$ cat config.mk
export PLATFORM = sky130hd
export DESIGN_NAME = fnd_scan_controller
export DESIGN_NICKNAME = d
export VERILOG_FILES = /design/src/rtl/fnd_scan_controller.sv
export SDC_FILE = /design/constraint.sdc
export NUM_CORES = 1
export LEC_CHECK = 0
export CORE_UTILIZATION = 52
export CTS_CLUSTER_DIAMETER = 80
export DETAILED_ROUTE_END_ITERATION = 6
export GPL_ROUTABILITY_DRIVEN = 0
export PLACE_DENSITY_LB_ADDON = 0.12
export SETUP_SLACK_MARGIN = 0.05
export SYNTH_ARGS = -nofsm -noshare
export SYNTH_HDL_FRONTEND = slang
export SYNTH_SLANG_ARGS = --single-unit
$ cat constraint.sdc
create_clock -name i_clk -period 1.62 [get_ports i_clk]
set_input_delay 0.324 -clock i_clk [delete_from_list [all_inputs] [get_ports i_clk]]
set_output_delay 0.324 -clock i_clk [all_outputs]
set_load 0.05 [all_outputs]
$ cat src/rtl/fnd_scan_controller.sv
// fnd_scan_controller
//   Turns a 14-bit binary value into four BCD digits with a sequential
//   shift-add-3 (double-dabble) engine. The committed result is held in a
//   display register. The digit slot is scanned at a programmable rate for a
//   4-digit seven-segment display.
//
// Parameters
//   P_SCAN_DIV : clock cycles per digit slot (>= 2)
//   P_BLANK_LZ : 1 = blank leading zeros on digits 3..1
//
// Ports
//   i_clk            : system clock, rising edge
//   i_reset_n        : asynchronous active-low reset
//   i_value[13:0]    : binary value to display (0..9999, larger values clamp)
//   i_load           : one-cycle strobe, capture i_value and convert
//   i_En             : global display enable
//   o_busy           : conversion in progress, loads are dropped
//   o_overflow       : last committed value was clamped to 9999
//   o_digit_position : current digit slot, 0 = least significant
//   o_value[3:0]     : BCD digit for the current slot (0 when blanked)
//   o_En             : slot enable (i_En and not blanked)
module fnd_scan_controller #(
  parameter int P_SCAN_DIV = 100000,
  parameter bit P_BLANK_LZ = 1'b1
) (
  input  logic        i_clk,
  input  logic        i_reset_n,
  input  logic [13:0] i_value,
  input  logic        i_load,
  input  logic        i_En,
  output logic        o_busy,
  output logic        o_overflow,
  output logic [1:0]  o_digit_position,
  output logic [3:0]  o_value,
  output logic        o_En
);

  localparam int PW = $clog2(P_SCAN_DIV);
  localparam logic [PW-1:0] PRESC_LAST = PW'(P_SCAN_DIV - 1);

  typedef enum logic [1:0] {IDLE, SHIFT, COMMIT} state_t;

  state_t        state;
  state_t        state_nxt;
  logic [3:0]    bit_cnt;
  logic          ovf;
  logic [13:0]   bin_sr;
  logic [15:0]   bcd_sr;
  logic [15:0]   disp;
  logic [PW-1:0] presc;
  logic [1:0]    digit;
  logic          tick;
  logic [3:0]    lead_zero;
  logic [3:0]    nibble;
  logic          blank;

  function automatic logic [13:0] clamp_value(input logic [13:0] v);
    return (v > 14'd9999) ? 14'd9999 : v;
  endfunction

  // One double-dabble correction: every nibble >= 5 gets +3 so the
  // following left shift carries correctly into the next decimal digit.
  function automatic logic [15:0] add3_nibbles(input logic [15:0] b);
    logic [15:0] r;
    r = b;
    for (int k = 0; k < 4; k++) begin
      if (b[k*4 +: 4] >= 4'd5) r[k*4 +: 4] = b[k*4 +: 4] + 4'd3;
    end
    return r;
  endfunction

  // Conversion FSM: state register
  always_ff @(posedge i_clk or negedge i_reset_n) begin
    if (!i_reset_n) state <= IDLE;
    else            state <= state_nxt;
  end

  // Conversion FSM: next state
  always_comb begin
    state_nxt = state;
    case (state)
      IDLE:    if (i_load) state_nxt = SHIFT;
      SHIFT:   if (bit_cnt == 4'd13) state_nxt = COMMIT;
      COMMIT:  state_nxt = IDLE;
      default: state_nxt = IDLE;
    endcase
  end

  // Conversion control and display register
  always_ff @(posedge i_clk or negedge i_reset_n) begin
    if (!i_reset_n) begin
      bit_cnt    <= 4'd0;
      ovf        <= 1'b0;
      o_overflow <= 1'b0;
      disp       <= 16'd0;
    end else begin
      case (state)
        IDLE: begin
          if (i_load) begin
            bit_cnt <= 4'd0;
            ovf     <= (i_value > 14'd9999);
          end
        end
        SHIFT:   bit_cnt <= bit_cnt + 4'd1;
        COMMIT: begin
          disp       <= bcd_sr;
          o_overflow <= ovf;
        end
        default: ;
      endcase
    end
  end

  // Shift-add-3 datapath; contents only matter between load and commit
  always_ff @(posedge i_clk) begin
    if (state == IDLE && i_load) begin
      bin_sr <= clamp_value(i_value);
      bcd_sr <= 16'd0;
    end else if (state == SHIFT) begin
      {bcd_sr, bin_sr} <= {add3_nibbles(bcd_sr), bin_sr} << 1;
    end
  end

  // Scan prescaler and digit counter; wrap and advance share one edge
  assign tick = (presc == PRESC_LAST);

  always_ff @(posedge i_clk or negedge i_reset_n) begin
    if (!i_reset_n) begin
      presc <= '0;
      digit <= 2'd0;
    end else if (tick) begin
      presc <= '0;
      digit <= digit + 2'd1;
    end else begin
      presc <= presc + 1'b1;
    end
  end

  // Output selection and leading-zero blanking
  always_comb begin
    lead_zero    = 4'b0000;
    lead_zero[3] = (disp[15:12] == 4'd0);
    lead_zero[2] = lead_zero[3] && (disp[11:8] == 4'd0);
    lead_zero[1] = lead_zero[2] && (disp[7:4] == 4'd0);
    nibble       = disp[digit*4 +: 4];
    blank        = P_BLANK_LZ && lead_zero[digit];
  end

  assign o_busy           = (state != IDLE);
  assign o_digit_position = digit;
  assign o_value          = blank ? 4'd0 : nibble;
  assign o_En             = i_En && !blank;

endmodule

==> results.md, run 1 <==
* IO Pins at 27
* Core Rows at 29
* TritonCTS buffer count at 9
* Failing checks: DRC, setup timing
* Post-Route WL at 6.82 mm
* Finished Cell Area at about 4400 um2
* Synth top area share at 0.309
* Clock transition at path regs at 0.08 ns
* CTS tree: yes
* Clk pwr share at 0.210
* Grt ovf at 0
* Net Sw Frac at 0.341
* Power Density at 1530 nW/um2
* Cell Chain, Critical Path: nor4_2 > a21oi_1 > o21ai_1 > buf_4 > a21boi_4 > buf_6
* Cells on worst reg2reg path at 6
* Syn Inst Count at 332
* Hold WC Path Type: input pin to async pin
* Dpl ws at -0.211 ns
* Outcome: finished, violations left
* Critical path class: flop to output port
* Peak supply drop at 0.823 mV
* Die Area at between 7000 and 8000 um2
* H-tree depth at 3
* Crit end category: output port
* Setup_tns at -1.09 ns
* Worst-margin pin slew at between 0.3 and 0.4 ns
* Finished Core Util at 0.685
* First-pass GRT wire length at roughly 12 mm
* First-pass DRT Iterations at 6
* Grt met3 use at 0.0455
* Largest net degree at the start of global routing at 29
* Register area share after synthesis at 0.522
* Routed vias at 2,600
* Leading area contributor after synthesis: dfrtp_1
* CTS Sinks at 73
* Die W at about 84 um
* Antenna violations before repair at 0
* Synth warnings at 0
* Psw at between 2000 and 2500 uW
* Most frequent cells in the layout: nand2_1, dfrtp_1, buf_4
* Starting density of the core at 0.542
* Synthesis-to-finish area growth at 26.5%
* Commonest non-fill, non-tap cell in the layout: nand2_1
* DP Area at 4070 um2
* Final Max Tran Viols at 0
* Setup Skew at 0.0123 ns
* Arrival @ worst endpoint at 1.58 ns
* Final ANT Viol Nets at 0
* Distinct cell type count after synthesis at 37
* Total Routing Usage GR at 0.215
* Worst-Skew Late Latency at 0.34 ns
* Post-synth net total at 361
* Iter 0 DRT Violations at 112
* Final worst-path cycle share at 1.17
* Worst R2R End: bcd_sr[2]$_SDFFE_PP0P_
* Layout fillers at ~500
* GRT busiest layer: met2
* DR DRC count at 4
* Buffers added on ports at 26
* Met2 GRT Util at 0.370
* Critical Path Start Type: flop
* RSZ-0062 raised after global routing: true
* Pleak at 0.00190 uW
* Max incr delay on CP at approximately 0.39 ns
* Period minus WS final at roughly 1.9 ns
* Endpoints failing setup at 5
* RR Startpoint: bcd_sr[1]$_SDFFE_PP0P_
* #FFs+latches synth at 73
* Die height at 83.8 um
* Power consumption at 6750 uW
* P_int at between 4000 and 5000 uW
* Per-cell routed wire length at around 14 um
* Largest cells by area after synthesis: dfrtp_1, edfxtp_1, dfxtp_1
* Core Area at 6420 um2
* Maxcap violations at 0
* FMAX at 526 MHz
* PnR worst setup slack at -0.282 ns
* Req. time, crit path at about 1.3 ns
* Seq pwr share at 0.430
* Register-to-register setup slack at 0.13 ns
* Post-Syn Area per Cell at between 10 and 15 um2
* Slowest-stage cell, CP: dfrtp_1
* Fin nets at 425
* Avg Vias per Cell at 5.44
* Slew headroom at 0.746
* Layout cells sized above 1 at 0.267
* Grt met1 use at 0.267
* Vias in the first global route at 2,589
* CTS Buffer Depth at 2
* Final hold vios at 0
* CP Max Fanout at 2
* CTS Root Buffer Type: clkbuf_8
* Post-Syn Area at around 3500 um2
* Hpwl dp at 4.88 mm
* Comb power frac at 0.360
* Diode count at 0
## routing by layer
metal	routed length (um)	vias up
li1	-	1295
met1	3190	1262
met2	3370	34
met3	154	9
met4	108	0
met5	0	-
## worst max-delay path by stage
stage	from	endpoint	cells after the start
floorplan	o_digit_position[0]$_DFFE_PN0N_	o_value[0]	2
global route	disp[10]$_DFFE_PN0N_	o_En	6
CTS	disp[7]$_DFFE_PN0N_	o_En	6
finish	disp[10]$_DFFE_PN0N_	o_En	6
global placement	i_value[6]	bin_sr[10]$_DFFE_PP_	5
detailed placement	i_value[6]	bin_sr[10]$_DFFE_PP_	5
## through the flow
step,hold WS [ns],instances
6_report,0.427,478
5_1_grt,0.449,478
4_1_cts,0.427,475
3_5_place_dp,0.264,455
3_3_place_gp,0.266,455
2_1_floorplan,0.0284,332
## power groups by stage
| stage | Sequential [uW] | Combinational, uW | Clock [uW] |
|---|---|---|---|
| finish | 2900 | 2430 | 1420 |
| CTS | 2880 | 2380 | 1440 |
| global placement | 2890 | 2230 | 0 |
| global route | 2970 | 2710 | 1520 |
| floorplan | 2820 | 1550 | 0 |
| detailed placement | 2910 | 2330 | 0 |
## synth_stat cells (all sizes together)
cell type,count
nor4b,2
o31ai,1
a21oi,11
nand4,5
and3,2
a21boi,1
nor4,6
xnor2,15
and4,1
mux4,4
and2,4
o21ai,29
dfrtp,43
nor2b,1
buf,9
mux2i,1
nand2,45
mux2,13
nor3,5
xor2,10
dfxtp,16
edfxtp,14
inv,12
nand2b,6
o32ai,3
clkbuf,6
ha,11
nand3,31
nand3b,2
a22o,4
and4b,1
nor2,18
## sequential cells by signal, indices dropped and copies added (netlist names)
| name | count |
|---|---|
| presc | 17 |
| bcd_sr | 16 |
| disp | 16 |
| bin_sr | 14 |
| bit_cnt | 4 |
| o_digit_position | 2 |
| state | 2 |
| o_overflow | 1 |
| ovf | 1 |
## cells by family after synthesis
group | after synthesis | share of synthesized area
adders and majority gates | 11 | 0.0395
buffers and inverters | 27 | 0.0316
xor gates and xnor gates | 25 | 0.0629
DFF | 73 | 0.522
and+or+nand+nor | 129 | 0.194
AOI/OAI and AO/OA | 49 | 0.0794
muxes | 18 | 0.0708
## critical path, delay by kind of cell (launching register included)
family / cells / cell delay [ns]
buffers and inverters: 2 / 0.28
DFF: 1 / 0.39
and+or+nand+nor: 1 / 0.30
AOI/OAI and AO/OA: 3 / 0.28
## repair_timing
| item | CTS | global route |
|---|---|---|
| hold buffers | 1 | 0 |
| setup buffers | 3 | 3 |
| endpoints found under the setup margin | 6 | 24 |
| pin swaps | 3 | 4 |
| endpoints found under the hold margin | 15 | 0 |
| resized for setup | 9 | 17 |
## final cells by class
type / instances / area [um2] / share of cell area
timing repair buffer: 68 / 619 / 0.141
clock buffer: 13 / 149 / 0.0338
tap: 77 / 96.3 / 0.0219
sequential: 73 / 1820 / 0.414
inverter: 12 / 45.0 / 0.0102
clock inverter: 3 / 41.3 / 0.00938
multi-input combinational: 232 / 1630 / 0.370
Note: power is estimated with default switching activity, not from simulation.
==> inputs of run 2 (changes only) <==
Settings changed: CORE_UTILIZATION 52 to 49.
Clock period 1.62 ns to 2 ns, I/O delays scaled along.
==> results.md, run 2 (synthesis results as in run 1) <==
* Outcome: finished, final reports clean (was finished, violations left)
* Max incr delay on CP at 0.42 ns (was 0.39 ns)
* Die Area at 7450 um2 (was 7020 um2)
* RSZ-0062 raised after global routing: true (unchanged)
* FMAX at 512 MHz
* Slew headroom at 0.630 (was 0.746)
* P_int at 3570 uW (was 4450 uW)
* Largest net degree at the start of global routing at 44 (was 29)
* Arrival @ worst endpoint at 1.55 ns (was 1.58 ns)
* Buf+Inv Stages, Crit Path at 1 (was 2)
* Most frequent cells in the layout: nand2_1, dfrtp_1, nand3_1 (was nand2_1, dfrtp_1, buf_4)
* IO Pins at 27 (unchanged)
* Worst-Skew Late Latency at 0.34 ns (about the same)
* Pleak at 0.00177 uW (was 0.00190 uW)
* Endpoints failing setup at 0 (was 5)
* Hold WC Path Type: input pin to async pin (unchanged)
* Period minus WS final at 1.95 ns
* DP Area at 3860 um2 (was 4070 um2)
* Clock transition at path regs at 0.08 ns (about the same)
* CP Max Fanout at 3 (was 2)
* Starting density of the core at 0.510 (was 0.542)
* Core Rows at 30 (was 29)
* TritonCTS buffer count at 9 (unchanged)
* Post-Route WL at 6.40 mm (was 6.82 mm)
* Largest Register: presc (unchanged)
* Final Max Tran Viols at 0 (unchanged)
* CTS Sinks at 73 (unchanged)
* Die height at 86.3 um (was 83.8 um)
* Diode count at 0 (unchanged)
* Clk pwr share at 0.244 (was 0.210)
* Die W at 86.3 um (was 83.8 um)
* Per-cell routed wire length at 13.7 um (was 14.3 um)
* CTS Root Buffer Type: clkbuf_8 (unchanged)
* Cell Chain, Critical Path: nor4_4 > a21oi_1 > o21ai_1 > a21boi_2 > buf_6 (was nor4_2 > a21oi_1 > o21ai_1 > buf_4 > a21boi_4 > buf_6)
* CTS Hold Bufs at 0 (was 1)
* Worst-margin pin slew at 0.555 ns (was 0.380 ns)
* DR DRC count at 0 (was 4)
* Grt ovf at 0 (unchanged)
* Layout cells sized above 1 at 0.170 (was 0.267)
* Antenna violations before repair at 0 (unchanged)
* Setup Skew at 0.00706 ns (was 0.0123 ns)
* Avg Vias per Cell at 5.27 (was 5.44)
* Power consumption at 5340 uW (was 6750 uW)
* Routed vias at 2,462 (was 2,600)
* Psw at 1780 uW (was 2310 uW)
* Fin nets at 395 (was 425)
* Power Density at 1290 nW/um2 (was 1530 nW/um2)
* Final worst-path cycle share at 0.977
* Core Area at 6830 um2 (was 6420 um2)
* Biggest regs: presc (17), bcd_sr (16), disp (16) (unchanged)
* Hpwl dp at 4.55 mm (was 4.88 mm)
* Finished Cell Area at 4150 um2 (was 4400 um2)
* Synthesis-to-finish area growth at 19.2% (was 26.5%)
* Slowest-stage cell, CP: dfrtp_1 (unchanged)
* Max reg flops at 17 (unchanged)
* CP delay by family, top: flip-flops (unchanged)
* H-tree depth at 3 (unchanged)
* Commonest non-fill, non-tap cell in the layout: nand2_1 (unchanged)
* Comb power frac at 0.317 (was 0.360)
* Critical path class: flop to output port (unchanged)
* Peak supply drop at 0.839 mV (was 0.823 mV)
* Seq pwr share at 0.439 (was 0.430)
* Iter 0 DRT Violations at 93 (was 112)
* Total Routing Usage GR at 0.192 (was 0.215)
* Critical Path Start Type: flop (unchanged)
* Buffers added on ports at 26 (unchanged)
* Net Sw Frac at 0.333 (was 0.341)
* CTS tree: yes (unchanged)
* Final hold vios at 0 (unchanged)
* Maxcap violations at 0 (unchanged)
* Final ANT Viol Nets at 0 (unchanged)
* Finished Core Util at 0.607 (was 0.685)
* Req. time, crit path at 1.60 ns (was 1.30 ns)
* Vias in the first global route at 2,308 (was 2,589)
* CTS Buffer Depth at 2 (unchanged)
* Crit end category: output port (unchanged)
* First-pass GRT wire length at 11.1 mm (was 11.8 mm)
* First-pass DRT Iterations at 4 (was 6)
-- run 2: cell types whose count changed in the layout (fill, tap and decap cells not counted), moves of 3 or more --
| cell | delta |
|---|---|
| buf_6 | -4 |
| buf_4 | -26 |
| buf_8 | +4 |
| buf_12 | -4 |
| a21oi_1 | +4 |
| a21oi_2 | -4 |
| clkbuf_1 | -3 |
-- run 2: timing repair --
action,in CTS,in global routing
buffers inserted,1,0
resized for setup,4,10
endpoints found under the setup margin,6,5
pin swaps,0,0
-- run 2: power groups by stage --
stage / clock network (uW) / logic (uW) / registers [uW]
CTS: 1330 / 1680 / 2340
global route: 1410 / 1900 / 2410
floorplan: 0 / 1250 / 2290
global placement: 0 / 1630 / 2350
detailed placement: 0 / 1660 / 2360
finish: 1310 / 1690 / 2350
-- run 2: area by class of cell --
class                           count  area [um2]
Clock buffer                       11         151
Fill cell                         606        2680
Tap cell                           96         120
Clock inverter                      5        76.3
Sequential cell                    73        1820
Inverter                           12        45.0
Timing Repair Buffer               38         358
Multi-Input combinational cell    232        1580
-- run 2: final timing paths --
check | start | endpoint | slack, ns | cells past startpoint
max | disp[10]$_DFFE_PN0N_ | o_En | 0.05 | 5
min | i_reset_n | presc[6]$_DFF_PN0_ | 0.12 | 2
max reg2reg | presc[0]$_DFF_PN0_ | presc[5]$_DFF_PN0_ | 0.36 | 5
min reg2reg | bin_sr[13]$_DFFE_PP_ | bcd_sr[0]$_SDFFE_PP0P_ | 0.47 | 2
max in group asynchronous | i_reset_n | o_digit_position[0]$_DFFE_PN0N_ | 1.46 | 2
min in group i_clk | bin_sr[13]$_DFFE_PP_ | bcd_sr[0]$_SDFFE_PP0P_ | 0.47 | 2
-- run 2: per-layer routing --
layer,track usage,up-vias,share of wire
met4,0.0818,0,0.016
li1,-,1230,-
met5,0,-,0
met1,0.276,1188,0.52
met3,0.0381,9,0.031
met2,0.282,35,0.43
-- run 2: through the flow --
stage               instances  setup slack (ns)  TNS [ns]  hold slack, ns
global route              467            -0.113    -0.113           0.167
CTS                       467           -0.0138   -0.0138           0.131
finish                    467            0.0454         0           0.124
global placement          450             0.180         0           0.432
detailed placement        450             0.138         0           0.453
floorplan                 332            0.0955         0           0.104
